[src/rtl/dram_ctrl.sv]
// dram_ctrl: open-page single-port DRAM command sequencer.
// Splits a word address into row/col and issues PRE/ACT/RD/WR with programmable waits.
module dram_ctrl #(
   parameter int unsigned TRP  = 5,
   parameter int unsigned TRCD = 5,
   parameter int unsigned TWR  = 5
) (
   input  logic        dram_clk,
   input  logic        dram_rst_n,
   input  logic        req_valid,
   output logic        req_ready,
   input  logic        req_write,
   input  logic [20:0] req_addr,
   input  logic [31:0] req_wdata,
   input  logic [3:0]  req_wstrb,
   output logic        rsp_valid,
   output logic [31:0] rsp_rdata,
   output logic        DRAM_CSn,
   output logic        DRAM_RASn,
   output logic        DRAM_CASn,
   output logic [3:0]  DRAM_WEn,
   output logic [10:0] DRAM_A,
   output logic [31:0] DRAM_D,
   input  logic [31:0] DRAM_Q,
   input  logic        DRAM_VALID
);

   typedef enum logic [3:0] {
      S_IDLE, S_PRE, S_PRE_W, S_ACT, S_ACT_W,
      S_RD, S_RD_W, S_WR, S_WR_W
   } state_t;

   localparam logic [3:0] TRP_M1  = 4'(TRP - 1);
   localparam logic [3:0] TRCD_M1 = 4'(TRCD - 1);
   localparam logic [3:0] TWR_M1  = 4'(TWR - 1);

   state_t      state, state_n;
   logic [3:0]  cnt, cnt_n;
   logic        row_open, row_open_n;
   logic [10:0] open_row, open_row_n;

   logic        lat_write, lat_write_n;
   logic [20:0] lat_addr, lat_addr_n;
   logic [31:0] lat_wdata, lat_wdata_n;
   logic [3:0]  lat_wstrb, lat_wstrb_n;

   logic        req_ready_n;
   logic        rsp_valid_n;
   logic [31:0] rsp_rdata_n;

   logic        ras_d, cas_d;
   logic [3:0]  we_d;
   logic [10:0] a_d;
   logic [31:0] d_d;

   logic        accept;
   logic        hit;

   assign accept = (state == S_IDLE) && req_ready && req_valid;
   assign hit    = row_open && (req_addr[20:10] == open_row);

   always_comb begin
      state_n     = state;
      cnt_n       = cnt;
      row_open_n  = row_open;
      open_row_n  = open_row;
      lat_write_n = lat_write;
      lat_addr_n  = lat_addr;
      lat_wdata_n = lat_wdata;
      lat_wstrb_n = lat_wstrb;
      rsp_valid_n = 1'b0;
      rsp_rdata_n = rsp_rdata;
      unique case (state)
         S_IDLE: begin
            if (accept) begin
               lat_write_n = req_write;
               lat_addr_n  = req_addr;
               lat_wdata_n = req_wdata;
               lat_wstrb_n = req_wstrb;
               if (hit)
                  state_n = req_write ? S_WR : S_RD;
               else if (row_open)
                  state_n = S_PRE;
               else
                  state_n = S_ACT;
            end
         end
         S_PRE: begin
            state_n    = S_PRE_W;
            cnt_n      = TRP_M1;
            row_open_n = 1'b0;
         end
         S_PRE_W: begin
            if (cnt == 4'd0)
               state_n = S_ACT;
            else
               cnt_n = cnt - 4'd1;
         end
         S_ACT: begin
            state_n = S_ACT_W;
            cnt_n   = TRCD_M1;
         end
         S_ACT_W: begin
            if (cnt == 4'd0) begin
               row_open_n = 1'b1;
               open_row_n = lat_addr[20:10];
               state_n    = lat_write ? S_WR : S_RD;
            end else begin
               cnt_n = cnt - 4'd1;
            end
         end
         S_RD: state_n = S_RD_W;
         S_RD_W: begin
            if (DRAM_VALID) begin
               rsp_valid_n = 1'b1;
               rsp_rdata_n = DRAM_Q;
               state_n     = S_IDLE;
            end
         end
         S_WR: begin
            state_n = S_WR_W;
            cnt_n   = TWR_M1;
         end
         S_WR_W: begin
            if (cnt == 4'd0)
               state_n = S_IDLE;
            else
               cnt_n = cnt - 4'd1;
         end
         default: state_n = S_IDLE;
      endcase
      // write retires in the last wait cycle, which is the one entered with cnt 0
      if (state_n == S_WR_W && cnt_n == 4'd0)
         rsp_valid_n = 1'b1;
   end

   assign req_ready_n = (state_n == S_IDLE) && !rsp_valid_n;

   // pins are registered from the state being entered
   always_comb begin
      ras_d = 1'b1;
      cas_d = 1'b1;
      we_d  = 4'hF;
      a_d   = DRAM_A;
      d_d   = DRAM_D;
      case (state_n)
         S_PRE: begin
            ras_d = 1'b0;
            we_d  = 4'h0;
         end
         S_ACT: begin
            ras_d = 1'b0;
            a_d   = lat_addr_n[20:10];
         end
         S_RD: begin
            cas_d = 1'b0;
            a_d   = {1'b0, lat_addr_n[9:0]};
         end
         S_WR: begin
            cas_d = 1'b0;
            we_d  = ~lat_wstrb_n;
            a_d   = {1'b0, lat_addr_n[9:0]};
            d_d   = lat_wdata_n;
         end
         default: ;
      endcase
   end

   always_ff @(posedge dram_clk) begin
      if (!dram_rst_n) begin
         state     <= S_IDLE;
         cnt       <= 4'd0;
         row_open  <= 1'b0;
         open_row  <= 11'd0;
         lat_write <= 1'b0;
         lat_addr  <= 21'd0;
         lat_wdata <= 32'd0;
         lat_wstrb <= 4'd0;
         req_ready <= 1'b1;
         rsp_valid <= 1'b0;
         rsp_rdata <= 32'd0;
         DRAM_CSn  <= 1'b1;
         DRAM_RASn <= 1'b1;
         DRAM_CASn <= 1'b1;
         DRAM_WEn  <= 4'hF;
         DRAM_A    <= 11'd0;
         DRAM_D    <= 32'd0;
      end else begin
         state     <= state_n;
         cnt       <= cnt_n;
         row_open  <= row_open_n;
         open_row  <= open_row_n;
         lat_write <= lat_write_n;
         lat_addr  <= lat_addr_n;
         lat_wdata <= lat_wdata_n;
         lat_wstrb <= lat_wstrb_n;
         req_ready <= req_ready_n;
         rsp_valid <= rsp_valid_n;
         rsp_rdata <= rsp_rdata_n;
         DRAM_CSn  <= 1'b0;
         DRAM_RASn <= ras_d;
         DRAM_CASn <= cas_d;
         DRAM_WEn  <= we_d;
         DRAM_A    <= a_d;
         DRAM_D    <= d_d;
      end
   end

endmodule

[config.mk]
export PLATFORM = sky130hd
export DESIGN_NAME = dram_ctrl
export DESIGN_NICKNAME = d
export VERILOG_FILES = /design/src/rtl/dram_ctrl.sv
export SDC_FILE = /design/constraint.sdc
export NUM_CORES = 1
export LEC_CHECK = 0
export ABC_AREA = 1
export BUFFER_PORTS_ARGS = -buffer_cell sky130_fd_sc_hd__buf_4
export CAP_MARGIN = 15
export CORE_ASPECT_RATIO = 0.6
export CORE_MARGIN = 3
export CORE_UTILIZATION = 50
export CTS_CLUSTER_SIZE = 12
export DETAILED_ROUTE_END_ITERATION = 10
export PLACE_DENSITY = 0.75
export SYNTH_ARGS = -nofsm -noshare
export SYNTH_HDL_FRONTEND = slang
export SYNTH_SLANG_ARGS = --single-unit
[constraint.sdc]
create_clock -name dram_clk -period 2.2 [get_ports dram_clk]
set_input_delay 0.44 -clock dram_clk [delete_from_list [all_inputs] [get_ports dram_clk]]
set_output_delay 0.44 -clock dram_clk [all_outputs]
set_load 0.03 [all_outputs]
; After elaboration in Yosys (flattened, before gate mapping)
; Index checks and enable logic that the tools add are counted.
[totals]
regBits = 162
input_bits = 94
output_inout_bits = 84
word_cells = 82
[classes]
n_addsub = 1
eq_ne = 15
n_mux = 28
n_bitwise = 1
n_reduce_logical = 20
[op_table]
columns = operator, n
row1 = $mux 32, 2
row2 = $mux 21, 2
row3 = $pmux 4 s9, 1
row4 = $mux 4, 8
row5 = $eq 4x3->1 const B, 6
row6 = $pmux 11 s2, 1
row7 = $logic_not 4->1, 4
row8 = $pmux 4 s2, 2
row9 = $eq 4x2->1 const B, 3
row10 = $eq 11x11->1, 1
row11 = $eq 4x1->1 const B, 2
row12 = $eq 4x4->1 const B, 2
row13 = $reduce_and 2->1, 4
row14 = $mux 1, 7
row15 = $mux 2, 3
row16 = $reduce_or 3->1, 2
row17 = $logic_and 1x1->1, 5
row18 = $not 4->4, 1
row19 = $reduce_bool 2->1, 2
row20 = $reduce_or 2->1, 2
row21 = $sub 4x1->4 const B, 1
row22 = $mux 3, 1
row23 = $ne 2x2->1 const B, 1
row24 = $pmux 1 s2, 1
row25 = $logic_not 1->1, 1

; Logic depth before layout (Yosys ltp)
; Gate-level depths: netlist of run 1.
[depth]
depth_word = 10
depth_mapped = 14
ltp_nobuf = 13

; Least setup slack after synthesis of run 1
; OpenSTA, ideal clock, no wires.
[synth_timing]
kind = reg2reg
start = reg req_ready
end = reg DRAM_D[13]
setup_time_ps = 115
arrival_ps = 1802
t_required_ps = 2085
slack_ps = 282
path_stages_with_launch = 13
path_buffers = 2
synth_period_minus_slack_ps = 1918
cell_sequence = dfxtp_1 > nand2_1 > nand3b_1 > buf_2 > nor2_2 > nand4_2 > nand2_4 > nand2_4 > nor2_8 > buf_2 > nand2_1 > nand2_1 > a21oi_2
[synth_between]
elab_chain_len = 5
elab_cells_between_ends = 7
cone_classes = eq/ne (1) / mux (4) / reduce/logical (2)
[synth_lines]
columns = element, line
row1 = from (decl), 11  ; output logic req_ready,
row2 = from (signal assigned), 197  ; req_ready <= req_ready_n;
row3 = $logic_and 1x1->1 * (2 in a row), 59  ; assign accept = (state == S_IDLE) && req_ready && req_valid;
row4 = $mux 4, 75  ; if (accept) begin
row5 = $pmux 4 s9, 73  ; unique case (state)
row6 = $eq 4x3->1, 146  ; case (state_n)
row7 = to (signal assigned), 187  ; DRAM_D <= 32'd0;
row8 = to (signal assigned), 205  ; DRAM_D <= d_d;
row9 = to (decl), 23  ; output logic [31:0] DRAM_D,
; Every way passes the cells marked *; elsewhere a longest branch is shown, timed or not.
; A chain may end at the register's enable or synchronous reset.

; Worst setup path after layout of run 1
[layout_timing]
start = reg cnt[0]
end = reg DRAM_D[26]
[layout_between]
elab_chain_len = 4
elab_cells_between_ends = 6
cone_classes = eq/ne (1) / mux (4) / reduce/logical (1)
[layout_lines]
columns = element, line
row1 = from (decl), 38  ; logic [3:0] cnt, cnt_n;
row2 = from (signal assigned), 190  ; cnt <= cnt_n;
row3 = $logic_not 4->1 *, "94, 104, 125"
row4 = "$mux 4, on equally long branches", "125, 104, 94"
row5 = $pmux 4 s9 *, 73
row6 = $eq 4x3->1 *, 146
; Marked as above.

==> run_results.csv, run 1 <==
group,metric,value,unit
placed_design,place_ws,-0.02589,ns
worst_setup_path,cp.required,2.56,ns
floorplan,die_y,94.42,µm
worst_setup_path,worstPathArrival,2.41,ns
power,p_int,6671,µW
worst_setup_path,critPathLaunch,"cnt[0]",
logic_synthesis,netlist.top_cell.by_area,"dfxtp_1",
logic_synthesis,synth.distinct_cells,32,
detailed_routing,ant_nets,0,
grt,grt_overflow,0,
logic_synthesis,async_reset_ff_share,0,%
grt,track_usage,22.76,%
power,vdd_drop_max,0.6627,mV
floorplan,fp.dieW,153.4,µm
clocking,clkTransAtPathRegs,0.07,ns
logic_synthesis,synth_area_leaders,"dfxtp_1 (50%), nand2_1 (9.4%), nor2_1 (8.2%)",
sta,max_freq,487.4,MHz
power,swShare,36.40,%
sta,tns,0,ns
sta,setup_violations,0,
logic_synthesis,synth-seq-cells,162,
run,cap_violations,0,
grt,grt_pass1_vias,5400,
floorplan,die-area,14480,µm²
placed_design,dp_hpwl,11470,µm
sta,layout_setup_ws,0.1482,ns
worst_setup_path,cp-end-kind,"register",
sta,final_hold_viol_count,0,
worst_setup_path,cp_slowest_stage_delay,0.33,ns
floorplan,io_pins,178,
layout,diodes,0,
clocking,cts_tree,"built",
logic_synthesis,synth_edf_count,0,
logic_synthesis,synth_seq_area_share,49.78,%
logic_synthesis,ys.flop_type,"dfxtp_1",
logic_synthesis,yosysTopAreaCellShare,49.78,%
detailed_routing,firstDrtPassIters,5,
layout,final_cells,1187,
worst_setup_path,startpoint_type,"register",
detailed_routing,via_count,5690,
clocking,cts_buffer_depth,2,
power,p_per_area,1195,nW/µm²
power,leakage,0.004165,µW
placed_design,numPortBuffers,177,
logic_synthesis,avgSynthCellArea,7.840,µm²
floorplan,rows,31,
clocking,h-tree-depth,4,
worst_setup_path,path_max_fanout,16,
clocking,cts.sinks,162,
placed_design,placedCellCount,1152,
grt,grt_pass1_wl,26830,µm
layout,fill_cells,1014,
power,power_frac_comb,36.2,%
layout,regArea,3244,µm²
hold_path,hp-start,"DRAM_Q[1]",
run_status,outcome,"finished, final reports clean",
sta,finalCritPeriodShare,93.26,%
floorplan,floorplan.initialDensity,52.65,%
worst_setup_path,critPathSlowestCell,"dfxtp_1",
floorplan,core-area,12370,µm²
clocking,clkLatencyLatePin,0.42,ns
layout,layout-drive-gt1-share,28.86,%
sta,clock_skew,0.01103,ns
logic_synthesis,synthCells,831,
worst_setup_path,r2r_start,"cnt[0]",
worst_setup_path,crit_path_cell_trace,"inv_1 > ha_1 > nand2_1 > nor2_4 > nand2_1 > o21ai_1 > nor2_2 > nand2_2 > inv_2 > nor2_8 > inv_2 > clkbuf_16 > a21oi_2",
layout,multiInputGateArea,2769,µm²
detailed_routing,wire_per_inst,14.13,µm
hold_path,hold_class,"input port to register",
logic_synthesis,syn_nets,926,
logic_synthesis,synth_warnings,0,
clocking,numCtsBuffers,17,
sta,maxSlewViolCount,0,
layout,syn_to_final_growth,34.70,%
power,seqPwrFrac,35.1,%
grt,grt_max_degree,62,
layout,final_util,70.93,%
detailed_routing,drtIter0Drc,244,
sta,post-route-min-period,2.052,ns
detailed_routing,drc,0,
layout,nets,1104,
sta,hold_ws,0.2683,ns
power,clkPwrFrac,28.7,%
placed_design,place.gp.congestion,0.7989,
detailed_routing,detail_route.vias_per_cell,4.794,
logic_synthesis,synthesis.area,6515,µm²
worst_setup_path,path_class,"register to register",
grt,antenna_found_initial,0,
detailed_routing,wl,16770,µm
sta,maxSlewHeadroom,61.84,%
clocking,cts-root-buf,"clkbuf_16",
sta,worst_slew_pin_slew,0.5724,ns
power,power.switching,3817,µW
[timing repair]
| item | in CTS | in global routing |
|---|---|---|
| gates resized for setup | 0 | 12 |
| endpoints found under the setup margin | 0 | 48 |
| hold buffers | 0 | 0 |
| endpoints found under the hold margin | 0 | 0 |
| setup buffers | 0 | 2 |
[cell families (layout without fill, tap and decap cells)]
group,Yosys count,count (layout),share of synthesized area [%]
buffers and inverters,135,326,8.450
adder cells (fa/ha/maj),1,1,0.1920
flip-flops,162,162,49.78
AND/OR/NAND/NOR,356,356,22.39
multiplexers,39,39,5.992
XOR/XNOR,5,5,0.6723
AO/OA/AOI/OAI,133,133,12.52
[cell type report]
cell class | instances | area share (%)
clock buffer | 18 | 5.004
timing repair buffer | 201 | 18.15
inverter | 93 | 3.978
clock inverter | 14 | 1.996
sequential | 162 | 36.97
multi-input combinational | 534 | 31.55
tap | 165 | 2.352
[placed cells by master (no fill, tap or decap), types with 18 or more instances in the layout]
master / instances
nor2_1: 141
mux2i_1: 39
inv_1: 89
o21ai_0: 52
nand2_1: 164
clkbuf_16: 18
nand3_1: 20
buf_4: 194
a21oi_2: 32
a21oi_1: 31
dfxtp_1: 161
[metal layers]
| layer | global-route usage [%] | share of wire (%) | up-vias |
|---|---|---|---|
| met5 | 0 | 0 | - |
| met4 | 5.805 | 0.91 | 0 |
| met3 | 8.059 | 9.4 | 14 |
| met2 | 33.75 | 42 | 193 |
| met1 | 31.84 | 47 | 2522 |
| li1 | - | - | 2961 |
[state kept, by name, indices dropped and copies added (netlist names)]
name / count
DRAM_CASn: 1
DRAM_CSn: 1
cnt: 4
state: 4
lat_wdata: 32
open_row: 11
req_ready: 1
lat_addr: 21
rsp_rdata: 32
row_open: 1
DRAM_WEn: 4
lat_wstrb: 4
lat_write: 1
rsp_valid: 1
DRAM_RASn: 1
DRAM_A: 11
DRAM_D: 32
[stage by stage]
step | area, µm² | power, µW
2_1_floorplan | 6515 | 6211
3_3_place_gp | 8069 | 7288
3_5_place_dp | 8069 | 7333
4_1_cts | 8683 | 10360
5_1_grt | 8776 | 11110
6_report | 8776 | 10490
[critical path: cells and delay by family (launching register included)]
family                   cells  cell delay, ns
AND/OR/NAND/NOR              6            0.72
buffers and inverters        4            0.45
flip-flops                   1            0.33
AO/OA/AOI/OAI                2            0.31
adder cells (fa/ha/maj)      1            0.17
[synthesized netlist by cell type, types with 4 or more instances]
cell type,number
a21oi_1,34
dfxtp_1,162
nand4_1,4
buf_2,11
o21a_1,11
nor3_1,5
mux2i_1,39
inv_1,90
o21ai_0,52
nand2_1,164
nand3_1,20
or2_2,11
nor2_1,143
buf_6,4
a21oi_2,30
clkbuf_1,24
[worst paths after layout]
kind / slack (ns) / to / depth (start not counted)
worst min register to register: 0.45 / DRAM_D[7] / 2
worst min-delay path: 0.27 / rsp_rdata[1] / 3
worst max register to register: 0.15 / DRAM_D[26] / 13
worst max-delay path: 0.15 / DRAM_D[26] / 13
[power by group through the flow]
stage | logic [µW] | registers (µW) | clock network [µW]
after floorplan | 2180 | 4030 | 0
after global placement | 3570 | 3720 | 0
after detailed placement | 3600 | 3730 | 0
after CTS | 3650 | 3670 | 3040
after global routing | 4200 | 3730 | 3180
final | 3800 | 3680 | 3010
No activity file was read; power rests on OpenSTA's default activity.
==> run 2, diff against run 1 <==
- CORE_UTILIZATION: 50 -> 34
- PLACE_DENSITY: 0.75 -> 0.54
==> run 2 against run 1 <==
Count of clock-buffer cells in the layout is the same. Sequential cell count is the same. Worst setup slack gained 0.061 ns. Final cell count grew 6.8%. First-iteration DRC count grew 34%. Power shrank 2.3%. Routed wire length grew 5.4%. Clock power shrank 6.6%. Final area grew 0.48%. Register-to-register slack gained 0.06 ns. Largest cell class unchanged.
==> run_results.csv, run 2 (synthesis results as in run 1) <==
group,metric,value,unit
grt,grt_overflow,0,
sta,rsz0062_at_grt,"false",
worst_setup_path,path_max_fanout,9,
worst_setup_path,reg2reg_depth,13,
worst_setup_path,rr_endpoint,"DRAM_A[0]",
layout,syn_to_final_growth,35.36,%
detailed_routing,ant_nets,0,
grt,antenna_found_initial,1,
grt,track_usage,16.80,%
hold_path,hold_class,"input port to register",
floorplan,fp.dieW,184.7,µm
sta,final_hold_viol_count,0,
worst_setup_path,crit_path_cell_trace,"inv_1 > ha_1 > nand2_1 > nor2_1 > buf_4 > a21oi_1 > inv_1 > buf_4 > nand2_1 > o21ai_2 > buf_4 > nand2_1 > a21oi_1",
sta,tns,0,ns
floorplan,rows,38,
layout,layout-drive-gt1-share,28.60,%
run,cap_violations,0,
floorplan,die_y,113.2,µm
sta,finalCritPeriodShare,90.50,%
worst_setup_path,critPathLaunch,"cnt[0]",
clocking,cts-root-buf,"clkbuf_16",
worst_setup_path,cp-end-kind,"register",
sta,max_freq,502.2,MHz
clocking,h-tree-depth,4,
worst_setup_path,cp-endpoint,"DRAM_A[0]",
layout,diodes,0,
worst_setup_path,critPathSlowestCell,"dfxtp_1",
clocking,clkLatencyLatePin,0.42,ns
sta,worst_slew_pin_slew,0.4964,ns
clocking,clkTransAtPathRegs,0.07,ns
placed_design,place.gp.congestion,0.7956,
placed_design,numPortBuffers,177,
power,p_per_area,1162,nW/µm²
clocking,cts.sinks,162,
grt,grt_max_degree,82,
sta,setup_violations,0,
worst_setup_path,cp.required,2.54,ns
detailed_routing,detail_route.vias_per_cell,4.431,
worst_setup_path,path_depth,13,
layout,nets,1110,
grt,grt_pass1_wl,27950,µm
placed_design,placedCellCount,1234,
clocking,cts_buffer_depth,2,
run_status,outcome,"finished, final reports clean",
sta,post-route-min-period,1.991,ns
placed_design,dp_hpwl,12460,µm
floorplan,io_pins,178,
layout,final_common_cell,"buf_4",
layout,most-common-layout-cells,"buf_4 (200), nand2_1 (164), dfxtp_1 (162)",
floorplan,die-area,20910,µm²
sta,clock_skew,0.01373,ns
worst_setup_path,critPathBufInv,5,
layout,reg.largest.list,"DRAM_D x32, lat_wdata x32, rsp_rdata x32",
sta,maxSlewHeadroom,66.91,%
grt,grt_pass1_vias,5279,
clocking,numCtsBuffers,17,
worst_setup_path,worstPathArrival,2.33,ns
detailed_routing,drc,0,
detailed_routing,wl,17670,µm
worst_setup_path,r2r_start,"cnt[0]",
worst_setup_path,cpLargestDelayFamily,"buffers and inverters",
layout,final_cells,1268,
detailed_routing,via_count,5618,
power,vdd_drop_max,0.4994,mV
power,leakage,0.004166,µW
sta,maxSlewViolCount,0,
detailed_routing,drtIter0Drc,327,
detailed_routing,wire_per_inst,13.94,µm
detailed_routing,firstDrtPassIters,5,
worst_setup_path,rrSetupSlack,0.21,ns
worst_setup_path,cp_slowest_stage_delay,0.33,ns
clocking,cts_tree,"built",
worst_setup_path,startpoint_type,"register",
floorplan,floorplan.initialDensity,35.32,%
floorplan,core-area,18450,µm²
clocking,cts_hold_buffers,0,
worst_setup_path,path_class,"register to register",
[run 2: through the flow]
step           hold WS, ns  worst slack [ns]  power, µW  cell area (µm²)  util (%)
2_1_floorplan       0.4297            0.2821       6211             6515         -
3_3_place_gp        0.4333            0.1179       7466             8240     44.67
3_5_place_dp        0.4395           0.06927       7463             8240     44.67
4_1_cts             0.2543            0.1604      10310             8793     47.67
5_1_grt             0.2678           0.02484      10950             8818     47.80
6_report            0.2740            0.2089      10250             8818     47.80
[run 2: worst min path at each step]
stage	from	endpoint	slack [ns]	depth (start not counted)
after global placement	DRAM_D[7]	DRAM_D[7]	0.43	2
after CTS	DRAM_Q[24]	rsp_rdata[24]	0.25	3
final	DRAM_Q[24]	rsp_rdata[24]	0.27	3
after floorplan	lat_addr[12]	open_row[2]	0.43	2
after global routing	DRAM_Q[6]	rsp_rdata[6]	0.27	3
after detailed placement	DRAM_D[7]	DRAM_D[7]	0.44	2
[run 2: power breakdown]
part           internal [µW]  leakage [µW]  switching, µW
logic                   1510       0.00258           2240
clock network           1490      0.000265           1330
registers               3450       0.00132            230
[run 2: worst min-delay path, stage by stage]
cell and delay (ns):
buf_4 0.07, o21ai_0 0.07, nor2_1 0.08
[run 2: layer usage]
metal | routed length, µm | global-route usage (%)
met1 | 9280 | 25.10
met2 | 6525 | 22.07
met3 | 1769 | 7.228
met4 | 77 | 3.646
met5 | 20 | 0
[run 2: final cells by class]
type | instances | area, µm²
fillers | 1847 | 9629
flip-flops and latches | 162 | 3243
multi-input cells | 534 | 2731
repair buffers | 207 | 1642
clock buffers | 18 | 429.2
inverters | 93 | 349.1
well taps | 240 | 300.3
clock inverters | 14 | 123.9
[run 2: what timing repair did]
item,CTS,global route
setup buffers,0,2
gates resized for setup,0,2
endpoints found under the setup margin,0,34
==> run 3, diff against run 2 <==
- BUFFER_PORTS_ARGS: -buffer_cell sky130_fd_sc_hd__buf_4 -> -buffer_cell sky130_fd_sc_hd__buf_2
- REMOVE_ABC_BUFFERS: not set -> 1
==> run 3 against run 2 <==
Final area is 5.4% lower. Sequential cell count unchanged. Combinational power shrank 3%. Register-to-register slack worse by 0.02 ns. Core utilization fell by 2.6 points. Via count up 1.5%. Power fell by 1.4%. First-iteration DRC count fell by 26%. Sequential share of layout area up 2.1 points. Critical endpoint is now DRAM_D[24]. Worst setup slack worse by 0.021 ns. Global-route usage up 0.38 points. Critical path type unchanged.
==> run_results.csv, run 3 (synthesis results as in run 1) <==
group,metric,value,unit
sta,rsz0062_at_grt,"false",
worst_setup_path,critPathSlowestCell,"dfxtp_1",
detailed_routing,detail_route.vias_per_cell,4.498,
sta,tns,0,ns
grt,antenna_found_initial,2,
placed_design,dp_hpwl,12750,µm
floorplan,die-area,20910,µm²
placed_design,place_area,7762,µm²
floorplan,core-area,18450,µm²
placed_design,numPortBuffers,177,
grt,grt_pass1_vias,5328,
layout,layout-drive-gt1-share,29.09,%
layout,final_util,45.23,%
clocking,cts.sinks,162,
grt,track_usage,17.18,%
clocking,h-tree-depth,4,
clocking,cts-root-buf,"clkbuf_16",
worst_setup_path,cp.required,2.51,ns
detailed_routing,via_count,5703,
detailed_routing,ant_nets,0,
sta,clock_skew,0.01006,ns
clocking,cts_hold_buffers,0,
grt,grt_pass1_wl,28280,µm
floorplan,io_pins,178,
clocking,clkTransAtPathRegs,0.07,ns
power,p_per_area,1210,nW/µm²
floorplan,floorplan.initialDensity,35.32,%
layout,syn_to_final_growth,28.08,%
layout,fill_cells,1903,
layout,final_common_cell,"buf_2",
power,p_total,10100,µW
layout,most-common-layout-cells,"buf_2 (177), nand2_1 (164), dfxtp_1 (161)",
power,leakage,0.004075,µW
clocking,clkLatencyLatePin,0.42,ns
power,vdd_drop_max,0.5587,mV
detailed_routing,drc,0,
worst_setup_path,cp-end-kind,"register",
clocking,numCtsBuffers,17,
detailed_routing,wl,17940,µm
clocking,cts_buffer_depth,2,
worst_setup_path,path_max_fanout,9,
sta,worst_slew_pin_slew,0.5399,ns
sta,max_freq,497.1,MHz
floorplan,fp.dieW,184.7,µm
layout,nets,1110,
layout,design_area,8344,µm²
clocking,cts_tree,"built",
sta,maxSlewViolCount,0,
worst_setup_path,startpoint_type,"register",
grt,grt_max_degree,53,
worst_setup_path,cp_slowest_stage_delay,0.36,ns
worst_setup_path,critPathBufInv,2,
hold_path,hold_class,"input port to register",
grt,grt_overflow,0,
layout,diodes,0,
sta,maxSlewHeadroom,64.01,%
sta,final_hold_viol_count,0,
detailed_routing,firstDrtPassIters,5,
detailed_routing,drtIter0Drc,243,
layout,multiInputGateArea,2748,µm²
placed_design,place.gp.congestion,0.8073,
worst_setup_path,crit_path_cell_trace,"nor2_2 > nand3b_1 > buf_4 > nor2_2 > nand4_2 > nand2_4 > nand2_4 > nor2_8 > buf_4 > nand2_1 > nand2_1 > a21oi_2",
layout,reg.largest.list,"DRAM_D x32, lat_wdata x32, rsp_rdata x32",
floorplan,rows,38,
run,cap_violations,0,
layout,regArea,3244,µm²
run_status,outcome,"finished, final reports clean",
detailed_routing,wire_per_inst,14.15,µm
worst_setup_path,worstPathArrival,2.32,ns
sta,post-route-min-period,2.012,ns
worst_setup_path,cpLargestDelayFamily,"simple AND/OR/NAND/NOR gates",
floorplan,die_y,113.2,µm
worst_setup_path,path_class,"register to register",
sta,finalCritPeriodShare,91.44,%
sta,setup_violations,0,
[run 3: cell count changes in the layout (fill, tap and decap cells not counted), moves of 2 or more]
cell and change:
buf_2 +177, buf_4 -173, buf_12 -4, clkbuf_8 +2
clkinv_4 +2, inv_8 -2
[run 3: metal layers]
layer  part of all wire [%]  vias up  global-route usage [%]
li1                       -     2974                       -
met1                     55     2546                   26.66
met2                     37      167                   22.90
met3                    7.4       12                   5.172
met4                   0.45        4                   4.046
met5                   0.15        -                       0
[run 3: final timing paths]
kind / from / to / slack, ns / depth (start not counted)
worst min-delay path: req_wdata[13] / lat_wdata[13] / 0.27 / 3
worst max-delay path: state[0] / DRAM_D[24] / 0.19 / 12
worst max register to register: state[0] / DRAM_D[24] / 0.19 / 12
worst min register to register: DRAM_D[21] / DRAM_D[21] / 0.45 / 2
[run 3: final cells by class]
type                       instances  area share (%)
sequential                       162           38.88
multi-input combinational        534           32.93
timing repair buffer             207           13.77
clock buffer                      19           5.428
inverter                          93           4.184
tap                              240           3.599
clock inverter                    13           1.215
[run 3: worst reg2reg max path, stage by stage (launching register included)]
cell	delay, ns
dfxtp_1	0.36
nor2_2	0.17
nand3b_1	0.18
buf_4	0.20
nor2_2	0.09
nand4_2	0.17
nand2_4	0.12
nand2_4	0.09
nor2_8	0.14
buf_4	0.19
nand2_1	0.07
nand2_1	0.08
a21oi_2	0.05
[run 3: timing repair]
item / 4_1_cts / 5_1_grt
gates resized for setup: 0 / 7
setup endpoints to repair: 0 / 48
setup buffers: 0 / 0
[run 3: power by group]
group	internal [µW]	switching, µW	total, µW
clock network	1520	1270	2790
registers	3450	225	3680
logic	1340	2290	3630
[run 3: through the flow]
step	cells	hold WS, ns	setup WS (ns)
3_3_place_gp	1236	0.4327	0.1048
4_1_cts	1268	0.2489	0.1373
3_5_place_dp	1236	0.4387	0.09175
5_1_grt	1268	0.2607	0.008909
2_1_floorplan	789	0.4291	-2.536
6_report	1268	0.2721	0.1883
